===== src/rtl/clk_en_pkg.sv =====
// clk_en_pkg: shared defaults and ratio sanitising for the clock-enable generator
package clk_en_pkg;

    localparam int CNT_W_DEF    = 16;
    localparam int INIT_DIV_DEF = 4;

    // A divide ratio of 0 has no meaning, so it runs as divide-by-1
    function automatic logic [31:0] ratio_fix(input logic [31:0] v);
        return (v == 32'd0) ? 32'd1 : v;
    endfunction

endpackage


===== src/rtl/clk_enable_channel.sv =====
// clk_enable_channel: one divide-by-N channel with shadowed ratio, enable pulse and square wave
module clk_enable_channel
    import clk_en_pkg::*;
#(
    parameter int CNT_W    = CNT_W_DEF,
    parameter int INIT_DIV = INIT_DIV_DEF
) (
    input  logic             board_clk,
    input  logic             reset,
    input  logic             wr_en,
    input  logic [CNT_W-1:0] wr_val,
    input  logic             run,
    input  logic             sync,
    output logic             ce,
    output logic             sq,
    output logic             pend
);

    localparam logic [CNT_W-1:0] ONE  = CNT_W'(1);
    localparam logic [CNT_W-1:0] INIT = CNT_W'(INIT_DIV);

    logic [CNT_W-1:0] cnt_q, cnt_d, act_q, act_d, shd_q, shd_d;
    logic             pend_q, pend_d, ce_q, ce_d, sq_q, sq_d, run_q, run_d;
    logic             term, load;

    // Next state: the shadow equals the active ratio whenever nothing is pending,
    // so every load point (terminal count, stop, sync) simply copies the shadow.
    // A stopped channel spends its first running cycle at cnt=0 so a full period
    // elapses before the first pulse.
    always_comb begin
        term   = cnt_q == act_q - ONE;
        load   = !run || sync || term;
        shd_d  = wr_en ? CNT_W'(ratio_fix(32'(wr_val))) : shd_q;
        pend_d = !load && (wr_en || pend_q);
        act_d  = load ? shd_d : act_q;
        cnt_d  = (load || !run_q) ? '0 : cnt_q + ONE;
        run_d  = run;
        ce_d   = run && !sync && (cnt_d == act_d - ONE);
        sq_d   = run && !sync && (cnt_d >= (act_d >> 1));
    end

    // State and registered outputs, asynchronously cleared to the reset ratio
    always_ff @(posedge board_clk or posedge reset) begin
        if (reset) begin
            cnt_q  <= '0;
            act_q  <= INIT;
            shd_q  <= INIT;
            pend_q <= 1'b0;
            ce_q   <= 1'b0;
            sq_q   <= 1'b0;
            run_q  <= 1'b1;
        end else begin
            cnt_q  <= cnt_d;
            act_q  <= act_d;
            shd_q  <= shd_d;
            pend_q <= pend_d;
            ce_q   <= ce_d;
            sq_q   <= sq_d;
            run_q  <= run_d;
        end
    end

    assign ce   = ce_q;
    assign sq   = sq_q;
    assign pend = pend_q;

endmodule


===== src/rtl/clk_enable_gen.sv =====
// clk_enable_gen: NUM_CH programmable clock-enable channels sharing one write port
module clk_enable_gen
    import clk_en_pkg::*;
#(
    parameter int   NUM_CH   = 4,
    parameter int   CNT_W    = CNT_W_DEF,
    parameter int   INIT_DIV = INIT_DIV_DEF,
    localparam int  CH_W     = (NUM_CH > 1) ? $clog2(NUM_CH) : 1
) (
    input  logic              board_clk,
    input  logic              reset,
    input  logic              div_wr_en,
    input  logic [CH_W-1:0]   div_wr_ch,
    input  logic [CNT_W-1:0]  div_wr_val,
    input  logic [NUM_CH-1:0] ch_run,
    input  logic              sync_all,
    output logic [NUM_CH-1:0] ce,
    output logic [NUM_CH-1:0] sq,
    output logic [NUM_CH-1:0] div_pend
);

    for (genvar i = 0; i < NUM_CH; i++) begin : g_ch
        clk_enable_channel #(
            .CNT_W    (CNT_W),
            .INIT_DIV (INIT_DIV)
        ) u_ch (
            .board_clk (board_clk),
            .reset     (reset),
            .wr_en     (div_wr_en && (32'(div_wr_ch) == i)),
            .wr_val    (div_wr_val),
            .run       (ch_run[i]),
            .sync      (sync_all),
            .ce        (ce[i]),
            .sq        (sq[i]),
            .pend      (div_pend[i])
        );
    end

endmodule

===== config.mk =====
export PLATFORM = sky130hd
export DESIGN_NAME = clk_enable_gen
export DESIGN_NICKNAME = d
export VERILOG_FILES = /design/src/rtl/clk_en_pkg.sv /design/src/rtl/clk_enable_channel.sv /design/src/rtl/clk_enable_gen.sv
export SDC_FILE = /design/constraint.sdc
export NUM_CORES = 1
export LEC_CHECK = 0
export ABC_AREA = 1
export BUFFER_PORTS_ARGS = -buffer_cell sky130_fd_sc_hd__buf_4
export CELL_PAD_IN_SITES_DETAIL_PLACEMENT = 1
export CELL_PAD_IN_SITES_GLOBAL_PLACEMENT = 2
export CORE_UTILIZATION = 33
export DETAILED_ROUTE_END_ITERATION = 7
export HOLD_SLACK_MARGIN = 0.12
export PLACE_DENSITY_LB_ADDON = 0.1
export SLEW_MARGIN = 25
export SYNTH_ARGS = -nofsm -noshare
export SYNTH_HDL_FRONTEND = slang
export SYNTH_SLANG_ARGS = --single-unit

===== constraint.sdc =====
create_clock -name board_clk -period 5.25 [get_ports board_clk]
set_input_delay 0 -clock board_clk [delete_from_list [all_inputs] [get_ports board_clk]]
set_output_delay 0 -clock board_clk [all_outputs]
set_load 0.005 [all_outputs]

== After elaboration in Yosys (flattened, before gate mapping) ==
Cells that the tools add are included.

* Add/sub/neg operators: 12
* Multipliers: 0
* Divide/modulo/power cells: 0
* $lt $le $gt $ge: 4
* Equal/unequal tests: 11
* Shift-type cells: 0
* Muxes and demuxes: 13
* Bitwise logic cells: 0
* Reduce and logical (&&, ||, !) cells: 51

{| class="wikitable"
|+ Operator list
! kind !! number
|-
| 16-bit two-way mux || 13
|-
| 16-bit == test || 8
|-
| 16-bit by 1-bit subtractor with 16-bit output, second input constant || 8
|-
| 16-bit by 1-bit adder with 16-bit output, second input constant || 4
|-
| 16-bit by 15-bit greater-or-equal comparator with 1-bit output || 4
|-
| 1-bit logical AND || 20
|-
| 16-bit zero test || 1
|-
| 1-bit logical OR || 16
|-
| 1-bit zero test || 13
|-
| 2-bit == test, second input constant || 2
|-
| 2-bit by 1-bit == test with 1-bit output, second input constant || 1
|-
| 2-bit zero test || 1
|}

* Register bits: 208
* Bits in latches: 0
* RAM bits: 0
* ROM bits: 0
* Output and inout bits: 12
* Logic and storage cells: 119
* Memories: 0

== Depth between registers and ports, before layout ==
* Word-level depth: 7
* Depth in mapped cells: 36
* Gate-level depth less buffers: 35

== By module ==
From an unflattened synthesis, not the netlist that was laid out.

* Cell total of the unflattened synthesis: 2359
* Area, all modules: 16385.7 um^2

{| class="wikitable"
|+ By module, submodules not included
! module !! instances !! cells an instance !! area an instance (um^2)
|-
| clk_enable_channel at g_ch[1].u_ch ... || 2 || 580 || 4092.7
|-
| clk_enable_channel at g_ch[0].u_ch || 1 || 592 || 4113.9
|-
| clk_enable_channel at g_ch[3].u_ch || 1 || 599 || 4056.4
|-
| clk_enable_gen || 1 || 8 || 30.0
|}

== Least setup slack after synthesis ==
OpenSTA, ideal clock, no wires.

* Kind: register to register
* Start: reg g_ch[1].u_ch.act_q[0]
* End: reg g_ch[1].u_ch.sq_q
* Library setup time: 0.120 ns
* Data arrival time: 3.457 ns
* Required time: 5.130 ns
* Setup slack: 1.673 ns
* Stages on the path, launching flop included: 34
* Buffers on the path: 1
* Path through: dfrtp_1 > inv_2 > ha_1 > nand3_2 > nor2_2 > nand2_1 > nand2_1 > nand2_1 > nor2_1 > nand2_1 > nor2_2 > nand2_4 > nand3_2 > inv_1 > buf_2 > nand2_1 > ha_1 > inv_1 > a21boi_0 > o21a_1 > o21a_1 > o21a_1 > o21ai_0 > nand2_1 > nand2_1 > nand2_1 > nand2_1 > nand2_1 > nand2_1 > nand2_1 > nand2_1 > a21boi_0 > o21ai_0 > inv_1

* Longest elaborated chain between the ends: 7

{| class="wikitable"
|+ RTL lines
! item !! RTL line !! RTL
|-
| start, declared || clk_enable_channel.sv:22 || <nowiki>logic [CNT_W-1:0] cnt_q, cnt_d, act_q, act_d, shd_q, shd_d;</nowiki>
|-
| start signal, assigned || clk_enable_channel.sv:54 || <nowiki>act_q <= act_d;</nowiki>
|-
| 16-bit by 1-bit subtractor with 16-bit output (*) || clk_enable_channel.sv:31 || <nowiki>term = cnt_q == act_q - ONE;</nowiki>
|-
| 16-bit == test (*) || clk_enable_channel.sv:31 ||
|-
| 1-bit logical OR (*) || clk_enable_channel.sv:32 || <nowiki>load = !run || sync || term;</nowiki>
|-
| 1-bit logical OR || clk_enable_channel.sv:36 || <nowiki>cnt_d = (load || !run_q) ? '0 : cnt_q + ONE;</nowiki>
|-
| 16-bit two-way mux || clk_enable_channel.sv:36 ||
|-
| 16-bit by 15-bit greater-or-equal comparator with 1-bit output (*) || clk_enable_channel.sv:39 || <nowiki>sq_d = run && !sync && (cnt_d >= (act_d >> 1));</nowiki>
|-
| 1-bit logical AND (*) || clk_enable_channel.sv:39 ||
|-
| net g_ch[1].u_ch.sq_d || clk_enable_channel.sv:23 || <nowiki>logic pend_q, pend_d, ce_q, ce_d, sq_q, sq_d, run_q, run_d;</nowiki>
|-
| end signal, assigned || clk_enable_channel.sv:58 || <nowiki>sq_q <= sq_d;</nowiki>
|-
| end, declared || clk_enable_channel.sv:23 ||
|}

The timed path passes the listed nets; every way through them passes the cells marked *.

== Final worst setup path ==
* Start: reg g_ch[1].u_ch.act_q[0]
* End: reg g_ch[1].u_ch.sq_q

{| class="wikitable"
|+ RTL lines
! item !! RTL line !! RTL
|-
| 16-bit by 1-bit subtractor with 16-bit output || clk_enable_channel.sv:31 ||
|-
| 16-bit == test || clk_enable_channel.sv:31 ||
|-
| 1-bit logical OR || clk_enable_channel.sv:32 ||
|-
| 16-bit two-way mux || clk_enable_channel.sv:35 || <nowiki>act_d = load ? shd_d : act_q;</nowiki>
|-
| net g_ch[1].u_ch.act_d[1] || clk_enable_channel.sv:22 ||
|-
| 16-bit by 15-bit greater-or-equal comparator with 1-bit output || clk_enable_channel.sv:39 ||
|-
| 1-bit logical AND || clk_enable_channel.sv:39 ||
|-
| net g_ch[1].u_ch.sq_d || clk_enable_channel.sv:23 ||
|}

The timed path passes the listed nets, and every way through them passes these cells.

==> metrics.md <==
| Metric | Value |
|---|---|
| Status | finished clean |
| Post-DP HPWL | 43.0 mm |
| CP endpoint kind | flip-flop |
| Most frequent CP cell | nand2_1 |
| Final worst path period share | between 80% and 90% |
| Hold slack | between 200 and 250 ps |
| Die W | between 200 and 250 µm |
| Setup TNS Final | 0 ps |
| CP max FO | 26 |
| Clock power share | 37.3% |
| Sw frac | 35.3% |
| Share of power burned in registers | between 30% and 40% |
| Hold Fails Final Rpt | 0 |
| Total gr overflow | 0 |
| Max Clk Rate | approximately 0.22 GHz |
| Layout cell share with drive strength beyond 1 | 12.6% |
| Yosys cell types | 50 |
| Vias in the first global route | 15.9k |
| Placer congestion estimate | 0.818 |
| Slew HR | a little under two fifths |
| Leakage | between 9 and 10 nW |
| Die height | 224 µm |
| Post-DRT Antenna Nets | 0 |
| Num CTS Buffers | 28 |
| Gr usage total | 22.1% |
| First-pass GRT wire length | approximately 88 mm |
| Pre-CTS setup slack | 624 ps |
| Residual DRC | 0 |
| Worst setup margin | approximately 700 ps |
| VDD IR-drop max | 0.225 mV |
| Fillcell total | between 6k and 7k |
| Pwr Density | 294 mW/mm² |
| Arrival time at the worst endpoint | between 5000 and 6000 ps |
| Final worst path period need | 4570 ps |
| Ports | 38 |
| Clk buf depth | 3 |
| Clk slew on worst S/H paths | 60 ps |
| #FFs+latches synth | 208 |
| Post-Syn Instances | 2401 |
| Syn-to-layout area delta | 13.7% |
| Port Buffer Count | 37 |
| Initial cell density of the core | 33.4% |
| Clock Latency Late Sink | 580 ps |
| H-tree depth | 1 |
| Final Power | 5.44 mW |
| Grt met3 use | around 1.6% |
| # nets final | ~2.6k |
| Worst reg2reg path depth | 33 |
| Main synth FF type | dfrtp_1 |
| CP Launch Type | flip-flop |
| Asr flop ratio synth | 100% |
| Worst Skew | about 16 ps |
| Setup CP Type | reg -> reg |
| Mapped Avg Cell Area | around 6.8 µm² |
| Clock sink total | 208 |
| RSZ-0062 raised after global routing | no |
| Row count | 81 |
| Initial antenna violation count | 1 |
| Resized Gates After CTS | 0 |
| Comb pwr share | 27.0% |
| ANT cells | 0 |
| Grt met2 use | 37.8% |
| Post-synth EDFFs | 0 |
| Die ar. | 0.0502 mm² |
| Number of max-cap violations | 0 |
| CP max stage delay | ~440 ps |
| Reg-to-reg slack, setup | between 600 and 700 ps |
| Switching power | around 1.9 mW |
| Req. time, crit path | 5700 ps |
| Worst Max-Slew Pin Slew | 945 ps |
| YS warnings | 0 |
| Slowest-stage cell, CP | dfrtp_1 |
| Routed length per placed instance | 17.2 µm |
| Core area | between 0.04 and 0.05 mm² |
| CTS tree | done |
| Mapped cell area | approximately 0.016 mm² |
| Fin. max-slew vios | 0 |
| 1st-iter DRT viols | 715 |
| WL final | 54.2 mm |
| Met1 GRT Util | ~30% |
| DRT Pass-1 Iters | 5 |
| Pin count of the biggest net entering global routing | 155 |
| Hold WC Path Type | in -> async |
| Post-synthesis sequential area ratio | ~32% |
| Total number of vias | ~15k |
| Via density | 4.75 |
| Mapped Nets | approximately 2.5k |
| Setup violations, final | 0 |
| Top Usage Layer GRT | met2 |
| Root Buffer | clkbuf_16 |
| Internal Dissipation | 3.52 mW |
==> metal layers <==
metal  part of all wire, %  wire [µm]
met1                    49      26500
met2                    47      25600
met3                   2.0       1080
met4                   1.9       1020
met5                     0          0
==> placed cells by master (no fill, tap or decap), types with 4 or more instances in the layout <==
master	instances
a21boi_0	6
nand4_1	37
o21ai_0	100
xnor2_1	39
and2_1	4
clkbuf_1	4
xnor3_1	4
nor4_1	5
nand3_2	8
o21ai_2	11
clkinv_2	7
nand3b_1	29
o21bai_1	8
o21a_1	14
nand3_1	189
dlygate4sd3_1	31
inv_2	16
nor2_4	12
inv_1	357
clkinv_1	8
nor2_2	38
a21oi_1	25
nand2_4	5
clkbuf_16	28
nor3_2	5
o21ai_1	16
dfrtp_1	196
clkbuf_8	8
nand2_2	37
buf_4	51
or2_2	65
nor3_1	18
ha_1	72
xor2_1	64
nor2_1	224
dfstp_2	12
nand2_1	712
==> power groups by stage <==
stage | sequential (mW) | combinational (mW) | clock [mW]
finish | 1.94 | 1.47 | 2.03
floorplan | 1.91 | 1.07 | 0
detailed placement | 1.97 | 1.46 | 0
global route | 1.96 | 1.68 | 2.14
global placement | 1.97 | 1.43 | 0
CTS | 1.94 | 1.49 | 2.10
==> area by class of cell <==
cell class	count	area [µm²]	area share (%)
inverter	382	1440	7.77
multi-input combinational	1767	9330	50.4
tap	664	831	4.49
sequential	208	5220	28.2
timing repair buffer	83	713	3.86
clock inverter	11	141	0.764
clock buffer	40	826	4.46
==> stage by stage <==
stage / cell area (µm²) / std cells / util, %
final: 18500 / 3155 / 37.9
after global routing: 18500 / 3155 / 37.9
after CTS: 18500 / 3155 / 37.9
after detailed placement: 17200 / 3073 / 35.3
after global placement: 17200 / 3073 / 35.3
after floorplan: 16300 / 2401 / -
==> flip-flops by register name, summed over array words and instances, names as in the netlist <==
signal	flops
g_ch.u_ch.run_q	4
g_ch.u_ch.cnt_q	64
g_ch.u_ch.sq	4
g_ch.u_ch.pend	4
g_ch.u_ch.shd_q	64
g_ch.u_ch.ce	4
g_ch.u_ch.act_q	64
==> cells in the mapped netlist (all sizes together), types with 8 or more instances <==
master | n | area (µm²)
dfrtp | 196 | 4900
o21ai | 128 | 693
buf | 30 | 236
nand3b | 29 | 218
dfstp | 12 | 315
or2 | 68 | 425
inv | 374 | 1400
nand2 | 754 | 2960
clkinv | 8 | 30.0
xnor2 | 39 | 342
nand3 | 199 | 1060
nor2 | 274 | 1210
clkbuf | 14 | 53.8
nor3 | 23 | 140
o21a | 14 | 105
xor2 | 64 | 561
nand4 | 37 | 231
ha | 72 | 901
o21bai | 8 | 60.1
a21oi | 25 | 125
==> timing repair <==
item                                    CTS  global route
hold buffers                             31             0
setup buffers                             0             0
endpoints found under the hold margin   261             0
endpoints found under the setup margin    0             0
==> worst paths after layout <==
| kind | startpoint | endpoint |
|---|---|---|
| max | g_ch[1].u_ch.act_q[0] | g_ch[1].u_ch.sq |
| min | reset | g_ch[1].u_ch.pend |
| max reg2reg | g_ch[1].u_ch.act_q[0] | g_ch[1].u_ch.sq |
| min reg2reg | g_ch[1].u_ch.pend | g_ch[1].u_ch.pend |
| max in group asynchronous | reset | g_ch[3].u_ch.act_q[13] |
| min in group board_clk | div_wr_val[12] | g_ch[3].u_ch.shd_q[12] |
==> worst max-delay path, delay by kind of cell (launching register included) <==
| family | cells | cell delay, ps |
|---|---|---|
| buffers and inverters | 4 | 330 |
| adders and majority gates | 2 | 500 |
| DFF | 1 | 440 |
| AOI/OAI and AO/OA | 7 | 1040 |
| and+or+nand+nor | 20 | 2130 |
==> cells by family (layout without fill, tap and decap cells) <==
kind of cell / count (synthesis) / in the layout / synth area share [%]
compound gates: 190 / 190 / 6.73
xor+xnor: 107 / 107 / 6.10
fa+ha+maj: 72 / 72 / 5.54
buf+inv: 426 / 516 / 10.6
flops: 208 / 208 / 32.1
simple gates: 1398 / 1398 / 39.0
Note: power is estimated with default switching activity, not from simulation.
